<file path="config.mk">
export PLATFORM = sky130hd
export DESIGN_NAME = chdr_conv_arbiter
export DESIGN_NICKNAME = d
export VERILOG_FILES = /design/src/rtl/chdr_conv_arbiter.sv
export SDC_FILE = /design/constraint.sdc
export NUM_CORES = 1
export LEC_CHECK = 0
export CAP_MARGIN = 5
export CORE_AREA = 2 2 148 150
export CTS_CLUSTER_SIZE = 24
export DETAILED_ROUTE_END_ITERATION = 10
export DIE_AREA = 0 0 150 152
export PLACE_DENSITY_LB_ADDON = 0.15
export SYNTH_ARGS = -nofsm -noshare
export SYNTH_HDL_FRONTEND = slang
export SYNTH_SLANG_ARGS = --single-unit
</file>
<file path="constraint.sdc">
create_clock -name clk -period 3.1 [get_ports clk]
set_input_delay 0.775 -clock clk [delete_from_list [all_inputs] [get_ports clk]]
set_output_delay 0.775 -clock clk [all_outputs]
set_load 0.03 [all_outputs]
</file>
<file path="src/rtl/chdr_conv_arbiter.sv">
// Shares one CHDR sample converter between two input streams: whole packets are granted
// by round-robin or strict priority, and converter output is routed back in grant order.
module chdr_conv_arbiter #(
  parameter logic [7:0] BASE           = 8'd0,
  parameter int         ORDER_DEPTH_L2 = 2
) (
  input  logic         clk,
  input  logic         reset_n,
  input  logic         set_stb,
  input  logic [7:0]   set_addr,
  input  logic [31:0]  set_data,
  input  logic [127:0] in_tdata,
  input  logic [1:0]   in_tlast,
  input  logic [1:0]   in_tvalid,
  output logic [1:0]   in_tready,
  output logic [63:0]  cv_i_tdata,
  output logic         cv_i_tlast,
  output logic         cv_i_tvalid,
  input  logic         cv_i_tready,
  input  logic [63:0]  cv_o_tdata,
  input  logic         cv_o_tlast,
  input  logic         cv_o_tvalid,
  output logic         cv_o_tready,
  output logic [63:0]  out_tdata,
  output logic         out_tlast,
  output logic [1:0]   out_tvalid,
  input  logic [1:0]   out_tready
);

  // Every stream transfers a beat on a clock edge where tvalid && tready are both high;
  // a source never waits on tready before raising tvalid, and holds its beat until taken.

  typedef enum logic {IDLE, PASS} state_t;

  localparam int DEPTH = 1 << ORDER_DEPTH_L2;

  state_t                    state, state_nx;
  logic [2:0]                ctrl;
  logic                      gnt, rr_last, winner;
  logic [1:0]                elig;
  logic                      push, pop, full, empty, head;
  logic                      order_mem [DEPTH];
  logic [ORDER_DEPTH_L2-1:0] wr_ptr, rd_ptr;
  logic [ORDER_DEPTH_L2:0]   count;
  logic                      unused_set_data;

  assign unused_set_data = ^set_data[31:3];

  always_ff @(posedge clk) begin
    if (!reset_n)
      ctrl <= 3'b011;
    else if (set_stb && set_addr == BASE)
      ctrl <= set_data[2:0];
  end

  assign elig = ctrl[1:0] & in_tvalid;

  // Strict mode favours port0; round-robin prefers the port that did not win last time.
  always_comb begin
    if (ctrl[2])
      winner = !elig[0];
    else if (!rr_last)
      winner = elig[1];
    else
      winner = !elig[0];
  end

  always_comb begin
    state_nx    = state;
    in_tready   = 2'b00;
    cv_i_tvalid = 1'b0;
    cv_i_tdata  = gnt ? in_tdata[127:64] : in_tdata[63:0];
    cv_i_tlast  = in_tlast[gnt];
    push        = 1'b0;
    case (state)
      IDLE: begin
        if (|elig && !full) begin
          push     = 1'b1;
          state_nx = PASS;
        end
      end
      PASS: begin
        cv_i_tvalid    = in_tvalid[gnt];
        in_tready[gnt] = cv_i_tready;
        if (cv_i_tvalid && cv_i_tready && cv_i_tlast)
          state_nx = IDLE;
      end
      default: state_nx = IDLE;
    endcase
  end

  always_ff @(posedge clk) begin
    if (!reset_n) begin
      state   <= IDLE;
      gnt     <= 1'b0;
      rr_last <= 1'b1;
    end else begin
      state <= state_nx;
      if (push) begin
        gnt     <= winner;
        rr_last <= winner;
      end
    end
  end

  // Grant-order FIFO: one entry per packet handed to the converter but not yet returned.
  always_ff @(posedge clk) begin
    if (push)
      order_mem[wr_ptr] <= winner;
  end

  always_ff @(posedge clk) begin
    if (!reset_n) begin
      wr_ptr <= '0;
      rd_ptr <= '0;
      count  <= '0;
    end else begin
      if (push)
        wr_ptr <= wr_ptr + 1'b1;
      if (pop)
        rd_ptr <= rd_ptr + 1'b1;
      case ({push, pop})
        2'b10:   count <= count + 1'b1;
        2'b01:   count <= count - 1'b1;
        default: count <= count;
      endcase
    end
  end

  assign empty = (count == '0);
  assign full  = count[ORDER_DEPTH_L2];
  assign head  = order_mem[rd_ptr];

  always_comb begin
    out_tvalid = 2'b00;
    if (!empty)
      out_tvalid[head] = cv_o_tvalid;
  end

  assign cv_o_tready = !empty && out_tready[head];
  assign pop         = cv_o_tvalid && cv_o_tready && cv_o_tlast;
  assign out_tdata   = cv_o_tdata;
  assign out_tlast   = cv_o_tlast;

endmodule

</file>
==> impl_metrics.yaml <==
power_and_ir_drop:
  power_mw: 1.40
  ir_drop_mv: 0.183
  power_density_nw_per_um2: 314
  p_leak_nw: 1.57
timing:
  setup_tns_ps: 0
  post-route-period-util_pct: 95.2
  setup_viol: 0
  fmax_ghz: 0.339
  rsz0062_at_grt: "false"
  slew_violations: 0
  skew_ps: 1.49
  hold_viol_final: 0
  setup_ws_ps: 149
  worst_pin_slew_ps: 501
  max_slew_margin_pct: 66.3
  min_period_ps: 2950
  whs_ps: 491
clock_tree:
  cts_buffers: 3
  ctsHtreeMaxLevel: 1
  cts_tree: "yes"
  ctsHoldBuffers: 0
  cts_resized: 0
  postCtsSetupRepairBufs: 0
  clk_pin_slew_ps: 60
  root_buffer: "clkbuf_16"
  clock_sinks: 19
  cts_buffer_depth: 2
  clkLatencyLatePin_ps: 250
global_route:
  grtUsageTotal_pct: 8.17
  antenna_found_initial: 0
  grt.overflow.total: 0
  first_global_vias: 2469
  grt_pass1_wl_um: 14200
  grt_max_degree: 42
layout:
  syn_to_final_growth_pct: 96.8
  drive_gt1_share_pct: 20.1
  diodes: 0
  final_cells: 682
  nNetsFinal: 652
floorplanning:
  die_area_um2: 22800
  io_pins: 380
  die_w_um: 150
  rows: 54
  initial_core_util_pct: 10.6
  die_h_um: 152
  core_area_um2: 21400
placed_design:
  gp_congestion: 0.787
  io_buffers: 222
  post-place-ws_ps: 136
  dp.cells: 678
  dpl.hpwl_um: 8520
synthesis:
  synth_area_leader_cell: "mux2_2"
  yosys_warnings: 0
  ys_ff_latch: 19
  synth_ff_type: "dfxtp_1"
  synthTopCellsByArea: "mux2_2, buf_4, dfxtp_1, edfxtp_1, ha_1"
  syn-cell-area_um2: 2270
  synth_edf_count: 4
  ys_types: 40
  seq_area_frac_synth_pct: 18.6
  syn-mean-instance-area_um2: 9.25
  syn_nets: 494
  synthCells: 245
  yosysTopAreaCellShare_pct: 32.3
  synth-async-reset-ratio_pct: 0
setup_path:
  cp-end-kind: "primary output"
  critPathLaunchType: "input pin"
  worstPathArrival_ps: 2180
  rrSetupSlack_ps: 550
  cp_max_fo: 3
  worstSetupPathType: "input pin to primary output"
  rr_endpoint: "count[2]"
  crit_required_ps: 2320
  r2r_cells: 7
outcome:
  status: "finished, final reports clean"
routing:
  ant_nets: 0
  drc: 0
  wl_um: 9800
  drt-pass1-iter-count: 4
  routedWlPerCell_um: 14.4
  drt-initial-drc-count: 74
  vias_per_cell: 3.46
  vias: 2359
run:
  maxCapViolations: 0
hold_path:
  hold_start: "rd_ptr[1]"
  min_delay_path_depth: 2
  hp-class: "flop to flop"
  hold_path_end: "rd_ptr[1]"
==> routing by layer <==
| layer | routed length [µm] | track usage, % | share of wire (%) |
|---|---|---|---|
| met1 | 3620 | 8.82 | 37 |
| met2 | 5130 | 14.9 | 52 |
| met3 | 855 | 2.76 | 8.7 |
| met4 | 195 | 2.38 | 2.0 |
| met5 | 0 | 0 | 0 |
==> power by group <==
group          internal, mW  total (mW)  switching, mW
Clock                 0.173       0.264         0.0914
Sequential            0.275       0.300         0.0244
Combinational         0.456       0.836          0.379
==> stage by stage <==
step / utilization, % / instance area, µm²
after floorplan: - / 2270
after global placement: 20.5 / 4380
after detailed placement: 20.5 / 4380
after CTS: 20.9 / 4460
after global routing: 20.9 / 4460
final: 20.9 / 4460
==> worst max path at each step <==
stage / from / end / slack [ps] / cells after the start
final: cv_o_tvalid / out_tvalid[0] / 150 / 4
after floorplan: in_tvalid[0] / count[2] / 440 / 7
after detailed placement: cv_o_tvalid / out_tvalid[0] / 140 / 4
after global routing: cv_o_tvalid / out_tvalid[0] / 100 / 4
after global placement: cv_o_tvalid / out_tvalid[1] / 140 / 4
after CTS: cv_o_tvalid / out_tvalid[0] / 130 / 4
==> layout by cell type (no fill, tap or decap), drive strengths merged, types with 4 or more instances in the layout <==
cell / netlist / final
ha: 4 / 4
clkdlybuf4s50: 0 / 221
and2: 5 / 5
or4: 4 / 4
nand2: 9 / 9
dfxtp: 15 / 15
a21oi: 6 / 6
inv: 5 / 5
edfxtp: 4 / 4
nor2: 6 / 6
nor3: 4 / 4
mux2: 65 / 65
mux2i: 6 / 6
buf: 70 / 9
==> critical path, stage by stage <==
cell             delay (ps)
clkdlybuf4s50_1         460
o31a_1                  160
and2b_1                 130
clkdlybuf4s50_1         660
==> final cells by class <==
class | instances | area [µm²]
Clock inverter | 1 | 5.00
Clock buffer | 3 | 75.1
Inverter | 6 | 22.5
Timing Repair Buffer | 230 | 2300
Fill cell | 2359 | 16900
Multi-Input combinational cell | 143 | 1280
Sequential cell | 19 | 422
Tap cell | 280 | 350
==> kinds of logic after synthesis <==
family                     share of synthesized area, %
adders and majority gates                          3.09
xor gates and xnor gates                          0.387
muxes                                              36.1
AOI/OAI and AO/OA                                  6.35
DFF                                                18.6
buffers and inverters                              25.0
and+or+nand+nor                                    10.5
==> cell usage after synthesis (2+ instances only) <==
master / count
buf_4: 65
mux2_2: 65
dfxtp_1: 15
nand2_1: 9
clkbuf_1: 7
a21oi_1: 6
nor2_1: 6
and2_1: 5
inv_1: 5
mux2i_1: 5
edfxtp_1: 4
ha_1: 4
nor3_1: 4
or4_1: 4
a31oi_1: 3
nand2b_1: 3
nand3_1: 3
nor4_1: 3
o31ai_1: 3
buf_1: 2
buf_2: 2
o21ai_0: 2
o22ai_1: 2
or4b_1: 2
(Power assumes the default switching activity.)
